--- config.mk ---
export PLATFORM = sky130hd
export DESIGN_NAME = step_dir_decoder_flat
export DESIGN_NICKNAME = d
export VERILOG_FILES = /design/src/rtl/step_dir_decoder_if.sv /design/src/rtl/step_dir_decoder.sv /design/src/flat_wrapper.sv
export SDC_FILE = /design/constraint.sdc
export NUM_CORES = 1
export LEC_CHECK = 0
export CORE_UTILIZATION = 45
export DETAILED_ROUTE_END_ITERATION = 7
export DONT_BUFFER_PORTS = 1
export PLACE_DENSITY = 0.69
export SYNTH_ARGS = -nofsm -noshare
export SYNTH_HDL_FRONTEND = slang
export SYNTH_SLANG_ARGS = --single-unit
--- constraint.sdc ---
create_clock -name clock -period 12.75 [get_ports clock]
set_input_delay 2.55 -clock clock [delete_from_list [all_inputs] [get_ports clock]]
set_output_delay 2.55 -clock clock [all_outputs]
set_load 0.01 [all_outputs]
--- src/rtl/step_dir_decoder_if.sv ---
// STEP/DIR/EN_N receive bundle plus position/period status for step_dir_decoder.
// The master drives the external pins and clear requests; the slave (decoder) reports status.
interface step_dir_decoder_if #(
  parameter int POS_W    = 32,
  parameter int PERIOD_W = 32
);
  logic                       step_in;
  logic                       dir_in;
  logic                       en_n_in;
  logic                       clear_pos;
  logic                       clear_glitch;
  logic signed [POS_W-1:0]    position;
  logic        [PERIOD_W-1:0] period;
  logic                       period_valid;
  logic                       moving;
  logic                       step_strobe;
  logic                       glitch;
  logic        [15:0]         glitch_count;

  modport master (
    output step_in, dir_in, en_n_in, clear_pos, clear_glitch,
    input  position, period, period_valid, moving, step_strobe, glitch, glitch_count
  );

  modport slave (
    input  step_in, dir_in, en_n_in, clear_pos, clear_glitch,
    output position, period, period_valid, moving, step_strobe, glitch, glitch_count
  );
endinterface

--- src/rtl/step_dir_decoder.sv ---
// Qualifies external STEP pulses against minimum high/low widths and tracks signed position and step period.
// Define STEP_DIR_GLITCH_CNT_EN to build the saturating rejected-pulse counter.
module step_dir_decoder #(
  parameter int MIN_HIGH = 100,
  parameter int MIN_LOW  = 100,
  parameter int POS_W    = 32,
  parameter int PERIOD_W = 32,
  parameter int TIMEOUT  = 100000000
) (
  input  logic               clock,
  input  logic               reset,
  step_dir_decoder_if.slave  bus
);

  localparam int CNT_MAX = (MIN_HIGH > MIN_LOW) ? MIN_HIGH : MIN_LOW;
  localparam int CNT_W   = $clog2(CNT_MAX + 1);

  localparam logic [CNT_W-1:0]    HI_SAT    = CNT_W'(MIN_HIGH);
  localparam logic [CNT_W-1:0]    LO_SAT    = CNT_W'(MIN_LOW);
  localparam logic [CNT_W-1:0]    CNT_ONE   = CNT_W'(1);
  localparam logic [PERIOD_W-1:0] TIMEOUT_V = PERIOD_W'(TIMEOUT);
  localparam logic [PERIOD_W-1:0] PER_ONE   = PERIOD_W'(1);
  localparam logic [POS_W-1:0]    POS_ONE   = POS_W'(1);

  typedef enum logic {ST_LOW, ST_HIGH} state_e;

  state_e              state_q, state_d;
  logic                step_s1_q, step_s1_d, step_s2_q, step_s2_d, step_s3_q, step_s3_d;
  logic                dir_s1_q, dir_s1_d, dir_s2_q, dir_s2_d;
  logic                en_s1_q, en_s1_d, en_s2_q, en_s2_d;
  logic [CNT_W-1:0]    lo_cnt_q, lo_cnt_d, hi_cnt_q, hi_cnt_d;
  logic                dir_lat_q, dir_lat_d, en_lat_q, en_lat_d, bad_q, bad_d;
  logic [POS_W-1:0]    position_q, position_d;
  logic [PERIOD_W-1:0] period_q, period_d, pcnt_q, pcnt_d;
  logic                period_valid_q, period_valid_d, ref_q, ref_d;
  logic                moving_q, moving_d, step_strobe_q, step_strobe_d, glitch_q, glitch_d;
  logic                rise, fall, commit, reject;

  assign rise = step_s2_q & ~step_s3_q;
  assign fall = ~step_s2_q & step_s3_q;

  always_comb begin
    // NOTE: every variable gets a hold default first so no path leaves it unassigned (no latch).
    state_d        = state_q;
    step_s1_d      = bus.step_in;
    step_s2_d      = step_s1_q;
    step_s3_d      = step_s2_q;
    dir_s1_d       = bus.dir_in;
    dir_s2_d       = dir_s1_q;
    en_s1_d        = bus.en_n_in;
    en_s2_d        = en_s1_q;
    lo_cnt_d       = lo_cnt_q;
    hi_cnt_d       = hi_cnt_q;
    dir_lat_d      = dir_lat_q;
    en_lat_d       = en_lat_q;
    bad_d          = bad_q;
    position_d     = position_q;
    period_d       = period_q;
    pcnt_d         = pcnt_q;
    period_valid_d = period_valid_q;
    ref_d          = ref_q;
    moving_d       = moving_q;
    step_strobe_d  = 1'b0;
    glitch_d       = glitch_q;
    commit         = 1'b0;
    reject         = 1'b0;

    case (state_q)
      ST_LOW: begin
        if (rise) begin
          state_d   = ST_HIGH;
          hi_cnt_d  = CNT_ONE;
          dir_lat_d = dir_s2_q;
          en_lat_d  = en_s2_q;
          bad_d     = (lo_cnt_q < LO_SAT);
        end else if (lo_cnt_q < LO_SAT) begin
          lo_cnt_d = lo_cnt_q + CNT_ONE;
        end
      end
      ST_HIGH: begin
        if (fall) begin
          state_d  = ST_LOW;
          lo_cnt_d = CNT_ONE;
          // A well-formed pulse on a disabled driver is neither a step nor a glitch.
          if (hi_cnt_q >= HI_SAT && !bad_q) commit = ~en_lat_q;
          else                              reject = 1'b1;
        end else if (hi_cnt_q < HI_SAT) begin
          hi_cnt_d = hi_cnt_q + CNT_ONE;
        end
      end
    endcase

    if (bus.clear_pos)  position_d = '0;
    else if (commit)    position_d = dir_lat_q ? position_q + POS_ONE : position_q - POS_ONE;

    if (commit) begin
      step_strobe_d = 1'b1;
      moving_d      = 1'b1;
      pcnt_d        = PER_ONE;
      ref_d         = 1'b1;
      if (ref_q) begin
        period_d       = pcnt_q;
        period_valid_d = 1'b1;
      end
    end else begin
      if (pcnt_q != '1) pcnt_d = pcnt_q + PER_ONE;
      // Period output deliberately keeps its last value across a timeout.
      if (pcnt_q == TIMEOUT_V) begin
        moving_d       = 1'b0;
        period_valid_d = 1'b0;
        ref_d          = 1'b0;
      end
    end

    if (reject)                glitch_d = 1'b1;
    else if (bus.clear_glitch) glitch_d = 1'b0;
  end

  always_ff @(posedge clock or posedge reset) begin
    if (reset) begin
      state_q        <= ST_LOW;
      step_s1_q      <= 1'b0;
      step_s2_q      <= 1'b0;
      step_s3_q      <= 1'b0;
      dir_s1_q       <= 1'b0;
      dir_s2_q       <= 1'b0;
      en_s1_q        <= 1'b0;
      en_s2_q        <= 1'b0;
      lo_cnt_q       <= LO_SAT;
      hi_cnt_q       <= '0;
      dir_lat_q      <= 1'b0;
      en_lat_q       <= 1'b0;
      bad_q          <= 1'b0;
      position_q     <= '0;
      period_q       <= '0;
      pcnt_q         <= '0;
      period_valid_q <= 1'b0;
      ref_q          <= 1'b0;
      moving_q       <= 1'b0;
      step_strobe_q  <= 1'b0;
      glitch_q       <= 1'b0;
    end else begin
      // NOTE: non-blocking so every flop samples pre-edge values regardless of statement order.
      state_q        <= state_d;
      step_s1_q      <= step_s1_d;
      step_s2_q      <= step_s2_d;
      step_s3_q      <= step_s3_d;
      dir_s1_q       <= dir_s1_d;
      dir_s2_q       <= dir_s2_d;
      en_s1_q        <= en_s1_d;
      en_s2_q        <= en_s2_d;
      lo_cnt_q       <= lo_cnt_d;
      hi_cnt_q       <= hi_cnt_d;
      dir_lat_q      <= dir_lat_d;
      en_lat_q       <= en_lat_d;
      bad_q          <= bad_d;
      position_q     <= position_d;
      period_q       <= period_d;
      pcnt_q         <= pcnt_d;
      period_valid_q <= period_valid_d;
      ref_q          <= ref_d;
      moving_q       <= moving_d;
      step_strobe_q  <= step_strobe_d;
      glitch_q       <= glitch_d;
    end
  end

`ifdef STEP_DIR_GLITCH_CNT_EN
  logic [15:0] glitch_count_q, glitch_count_d;

  always_comb begin
    glitch_count_d = glitch_count_q;
    if (bus.clear_glitch)                    glitch_count_d = reject ? 16'd1 : 16'd0;
    else if (reject && glitch_count_q != '1) glitch_count_d = glitch_count_q + 16'd1;
  end

  always_ff @(posedge clock or posedge reset) begin
    if (reset) glitch_count_q <= '0;
    else       glitch_count_q <= glitch_count_d;
  end

  assign bus.glitch_count = glitch_count_q;
`else
  assign bus.glitch_count = '0;
`endif

  assign bus.position     = position_q;
  assign bus.period       = period_q;
  assign bus.period_valid = period_valid_q;
  assign bus.moving       = moving_q;
  assign bus.step_strobe  = step_strobe_q;
  assign bus.glitch       = glitch_q;

endmodule
--- src/flat_wrapper.sv ---
// flat-port wrapper written by rule: the top's interface ports become plain ports
module step_dir_decoder_flat 
#(
  parameter int MIN_HIGH = 100,
  parameter int MIN_LOW  = 100,
  parameter int POS_W    = 32,
  parameter int PERIOD_W = 32,
  parameter int TIMEOUT  = 100000000
)
  (clock, reset, bus_step_in, bus_dir_in, bus_en_n_in, bus_clear_pos, bus_clear_glitch, bus_position, bus_period, bus_period_valid, bus_moving, bus_step_strobe, bus_glitch, bus_glitch_count);
  step_dir_decoder_if #(.POS_W(POS_W), .PERIOD_W(PERIOD_W)) bus_i ();
  input  logic clock;
  input  logic reset;
  input wire logic [$bits(bus_i.step_in)-1:0] bus_step_in;
  input wire logic [$bits(bus_i.dir_in)-1:0] bus_dir_in;
  input wire logic [$bits(bus_i.en_n_in)-1:0] bus_en_n_in;
  input wire logic [$bits(bus_i.clear_pos)-1:0] bus_clear_pos;
  input wire logic [$bits(bus_i.clear_glitch)-1:0] bus_clear_glitch;
  output wire logic [$bits(bus_i.position)-1:0] bus_position;
  output wire logic [$bits(bus_i.period)-1:0] bus_period;
  output wire logic [$bits(bus_i.period_valid)-1:0] bus_period_valid;
  output wire logic [$bits(bus_i.moving)-1:0] bus_moving;
  output wire logic [$bits(bus_i.step_strobe)-1:0] bus_step_strobe;
  output wire logic [$bits(bus_i.glitch)-1:0] bus_glitch;
  output wire logic [$bits(bus_i.glitch_count)-1:0] bus_glitch_count;
  assign bus_i.step_in = bus_step_in;
  assign bus_i.dir_in = bus_dir_in;
  assign bus_i.en_n_in = bus_en_n_in;
  assign bus_i.clear_pos = bus_clear_pos;
  assign bus_i.clear_glitch = bus_clear_glitch;
  assign bus_position = bus_i.position;
  assign bus_period = bus_i.period;
  assign bus_period_valid = bus_i.period_valid;
  assign bus_moving = bus_i.moving;
  assign bus_step_strobe = bus_i.step_strobe;
  assign bus_glitch = bus_i.glitch;
  assign bus_glitch_count = bus_i.glitch_count;
  step_dir_decoder #(.MIN_HIGH(MIN_HIGH), .MIN_LOW(MIN_LOW), .POS_W(POS_W), .PERIOD_W(PERIOD_W), .TIMEOUT(TIMEOUT)) u_core (.clock(clock), .reset(reset), .bus(bus_i));
endmodule
==> qor_table.md <==
| Quantity | Value |
|---|---|
| Run status | finished clean |
| Maximum Capacitance Violations | 0 |
| Worst-case reg-to-reg path depth | 12 |
| Routed wire length per instance | 16.2 microns |
| Clock-pin slew of the registers on the worst-case setup and hold paths | 0.06 ns |
| Number of H-tree levels | 4 |
| Design Area, Final | 7800 sq um |
| Nature of the critical path startpoint | flop |
| Total power divided by cell area | 134 nW/um^2 |
| CTS tree | done |
| Setup TNS | 0 ns |
| Detailed route wirelength on metal3 | 905 microns |
| Layout fillers | 1393 |
| Antenna viol nets, final | 0 |
| Pre-CTS setup slack | 8.82 ns |
| Synth Instances | 732 |
| Levels on crit path | 0 |
| Highest attainable clock frequency | 286 MHz |
| Worst-Skew Late Latency | 0.43 ns |
| Count of hold buffers inserted by post-cts repair | 0 |
| Transition time of the tightest slew-check pin | 0.880 ns |
| Cell chosen for the clock root | sky130_fd_sc_hd__clkbuf_16 |
| Pin count of the biggest net entering global routing | 72 |
| Max layer used | met4 |
| Layout overhead on the synthesized area | 8.97% |
| WP data required | 10.20 ns |
| Starting DRT DRC Count | 435 |
| Number of buffers inserted to repair setup after CTS | 0 |
| Commonest non-fill, non-tap cell in the layout | sky130_fd_sc_hd__dfrtp_1 |
| Ports placed on the boundary | 91 |
| Cell area reported after detailed placement | 7240 sq um |
| Static leakage | 3.66 nW |
| Floorplan die width | 128 microns |
| Register Area | 3130 sq um |
| Site Rows | 45 |
| Number of gates resized after CTS | 0 |
| Sequential area share after synthesis | 43.8% |
| Number of buffers created by CTS | 17 |
| Setup violators final | 0 |
| Kind of end point of the critical path | output pin |
| Post-synthesis average cell area | 9.78 sq um |
| Post-route fraction of the period consumed by the critical path | 27.4% |
| Unrepaired setup endpoints after global routing | false |
| Port buffer count | 0 |
| Synth Register Bits | 125 |
| CP Class | reg2out |
| Final estimated routing congestion in global placement | 0.920 |
| Routed wl met2 | 7350 microns |
| Area of the die | 16400 sq um |
| Setup slack after layout | 9.26 ns |
| Detailed-router iteration count before antenna repair | 7 |
| Final total power | 1.04 mW |
| Aggregate global-route resource usage | 19.9% |
| Most used cells in the layout excluding fill and tap cells | sky130_fd_sc_hd__dfrtp_1 (122), sky130_fd_sc_hd__nand2_1 (83), sky130_fd_sc_hd__nor2_1 (66), sky130_fd_sc_hd__a21oi_1 (64), sky130_fd_sc_hd__ha_1 (35) |
| Vert. Die Dim | 128 microns |
| Fraction of registers with async set or reset after synthesis | 100% |
| Wire length of the first global-routing pass | 25700 microns |
| Residual DRC | 0 |
| GRT Residual Overflow | 0 |
| Ys flop type | sky130_fd_sc_hd__dfrtp_1 |
| Wire length the detailed router placed on met1 | 6670 microns |
| Hold Violations, Final | 0 |
| FF-to-FF End | u_core.bus.position[30]$_DFFE_PP0P_ |
| Synth Cell Area | 7160 sq um |
| Total half-perimeter wirelength after legalization and detailed placement | 10500 microns |
| Worst-case clock buffer depth | 2 |
| Highest fanout seen on the critical path | 4 |
| Multi-input logic area | 3740 sq um |
| Min Hold Slack | 0.347 ns |
| Synth cell types | 75 |
| Count of final max-slew check failures | 0 |
| Worst setup path end | bus_position[0] |
| Tightest Hold Check Type | reg2reg |
| Critical path launch point | u_core.bus.position[0]$_DFFE_PP0P_ |
| R2r startpoint | u_core.dir_lat_q$_DFFE_PP0P_ |
| Critical Path AT | 0.94 ns |
| Min cycle time layout | 3.49 ns |
| Worst VDD drop | 110 uV |
| Ant diodes | 0 |
| Slew HR | 41.3% |
| Via count | 5303 |
| NumNets Final | 767 |
| Number of flops mapped to enable cells by yosys | 0 |
| Floorplan core area | 15400 sq um |
| Effective utilization at floorplan | 46.6% |
| Share of final-layout standard cells stronger than drive strength 1 | 11.1% |
| Total wirelength of the detailed-routed design | 15300 microns |
| Clock tree sinks | 125 |
| Number of synthesis warnings | 0 |
| Number of global-route vias before repair | 5212 |
| Worst setup slack for register-to-register paths | 9.51 ns |
| Antenna violations before repair | 0 |
| Average via count per standard cell | 5.59 |
| Fin Clk Skew | 0.0104 ns |
## power breakdown
part / total, mW / internal (mW) / switching [mW]
logic: 0.154 / 0.0547 / 0.0997
registers: 0.429 / 0.413 / 0.0156
clock network: 0.461 / 0.270 / 0.191
## kinds of logic (layout without fill, tap and decap cells)
logic type / count (synthesis) / count (layout) / share of synthesized area, %
other cells: 1 / 16 / 0.0524
compound gates: 155 / 155 / 15.0
flops: 125 / 125 / 43.8
mux: 33 / 33 / 5.17
buf+inv: 65 / 55 / 4.83
xor+xnor: 60 / 60 / 7.34
fa+ha+maj: 36 / 36 / 6.40
simple gates: 257 / 257 / 17.5
## flip-flops by register name, summed over array words and instances, names as in the netlist
register and count:
u_core.hi_cnt_q 7, u_core.step_s2_q 1, u_core.ref_q 1, u_core.lo_cnt_q 7, u_core.en_s2_q 1, u_core.state_q 1
u_core.en_s1_q 1, u_core.pcnt_q 32, u_core.step_s1_q 1, u_core.bus.step_strobe 1, u_core.en_lat_q 1, u_core.step_s3_q 1
u_core.bus.glitch 1, u_core.dir_s1_q 1, u_core.dir_lat_q 1, u_core.bus.period 32, u_core.bad_q 1, u_core.dir_s2_q 1
u_core.bus.period_valid 1, u_core.bus.position 32
## how the worst min path moves through the flow
stage                          startpoint                         end  cells after the start
6_report       u_core.step_s1_q$_DFF_PP0_  u_core.step_s2_q$_DFF_PP0_                      0
3_5_place_dp   u_core.step_s1_q$_DFF_PP0_  u_core.step_s2_q$_DFF_PP0_                      0
3_3_place_gp   u_core.step_s1_q$_DFF_PP0_  u_core.step_s2_q$_DFF_PP0_                      0
5_1_grt        u_core.step_s1_q$_DFF_PP0_  u_core.step_s2_q$_DFF_PP0_                      0
4_1_cts        u_core.step_s1_q$_DFF_PP0_  u_core.step_s2_q$_DFF_PP0_                      0
2_1_floorplan   u_core.dir_s1_q$_DFF_PP0_   u_core.dir_s2_q$_DFF_PP0_                      0
## synthesized netlist by cell type (4+ instances only)
library cell / instances / area share [%]
sky130_fd_sc_hd__nand4_1: 20 / 1.7
sky130_fd_sc_hd__a211oi_1: 5 / 0.52
sky130_fd_sc_hd__o21ai_0: 23 / 1.6
sky130_fd_sc_hd__xor2_1: 33 / 4.0
sky130_fd_sc_hd__and2_1: 4 / 0.35
sky130_fd_sc_hd__nand3_1: 28 / 2.0
sky130_fd_sc_hd__and3_1: 11 / 0.96
sky130_fd_sc_hd__clkbuf_1: 10 / 0.52
sky130_fd_sc_hd__xnor2_1: 27 / 3.3
sky130_fd_sc_hd__nor4b_1: 4 / 0.49
sky130_fd_sc_hd__inv_1: 17 / 0.89
sky130_fd_sc_hd__a21oi_1: 64 / 4.5
sky130_fd_sc_hd__and4_1: 4 / 0.49
sky130_fd_sc_hd__ha_1: 35 / 6.1
sky130_fd_sc_hd__or3_1: 5 / 0.44
sky130_fd_sc_hd__buf_2: 12 / 0.84
sky130_fd_sc_hd__dfrtp_1: 122 / 43
sky130_fd_sc_hd__a31oi_1: 10 / 0.87
sky130_fd_sc_hd__a21o_1: 16 / 1.7
sky130_fd_sc_hd__mux2_2: 16 / 2.5
sky130_fd_sc_hd__mux2_1: 16 / 2.5
sky130_fd_sc_hd__nand2_1: 83 / 4.4
sky130_fd_sc_hd__nor2_1: 66 / 3.5
sky130_fd_sc_hd__nand2b_1: 5 / 0.44
sky130_fd_sc_hd__or4_1: 5 / 0.52
sky130_fd_sc_hd__buf_4: 19 / 2.0
## stage by stage
stage | util (%) | std cells
6_report | 50.7 | 948
5_1_grt | 50.7 | 948
4_1_cts | 50.7 | 948
3_5_place_dp | 47.1 | 916
3_3_place_gp | 47.1 | 916
2_1_floorplan | - | 747
## area by class of cell
class	count	share of cell area, %
inverter	19	0.947
tap	211	3.39
sequential	125	40.2
timing repair buffer	4	0.385
multi-input combinational	557	47.9
clock buffer	17	5.45
clock inverter	15	1.76
## metal layers
| layer | global-route usage, % | vias up |
|---|---|---|
| met2 | 32.3 | 144 |
| met1 | 24.1 | 2587 |
| met3 | 6.59 | 27 |
| met5 | 0 | - |
| li1 | - | 2545 |
| met4 | 9.20 | 0 |
## worst reg2reg max path, stage by stage (launching register included)
cell                        delay (ns)
sky130_fd_sc_hd__dfrtp_1          0.37
sky130_fd_sc_hd__inv_1            0.06
sky130_fd_sc_hd__buf_4            0.35
sky130_fd_sc_hd__ha_1             0.39
sky130_fd_sc_hd__o21a_1           0.23
sky130_fd_sc_hd__o2111ai_1        0.15
sky130_fd_sc_hd__or2_1            0.27
sky130_fd_sc_hd__o221ai_2         0.30
sky130_fd_sc_hd__a21oi_4          0.12
sky130_fd_sc_hd__o41ai_4          0.32
sky130_fd_sc_hd__nand3_2          0.12
sky130_fd_sc_hd__mux2i_1          0.14
sky130_fd_sc_hd__a311o_1          0.31
Power figures use the tool's default switching activity.
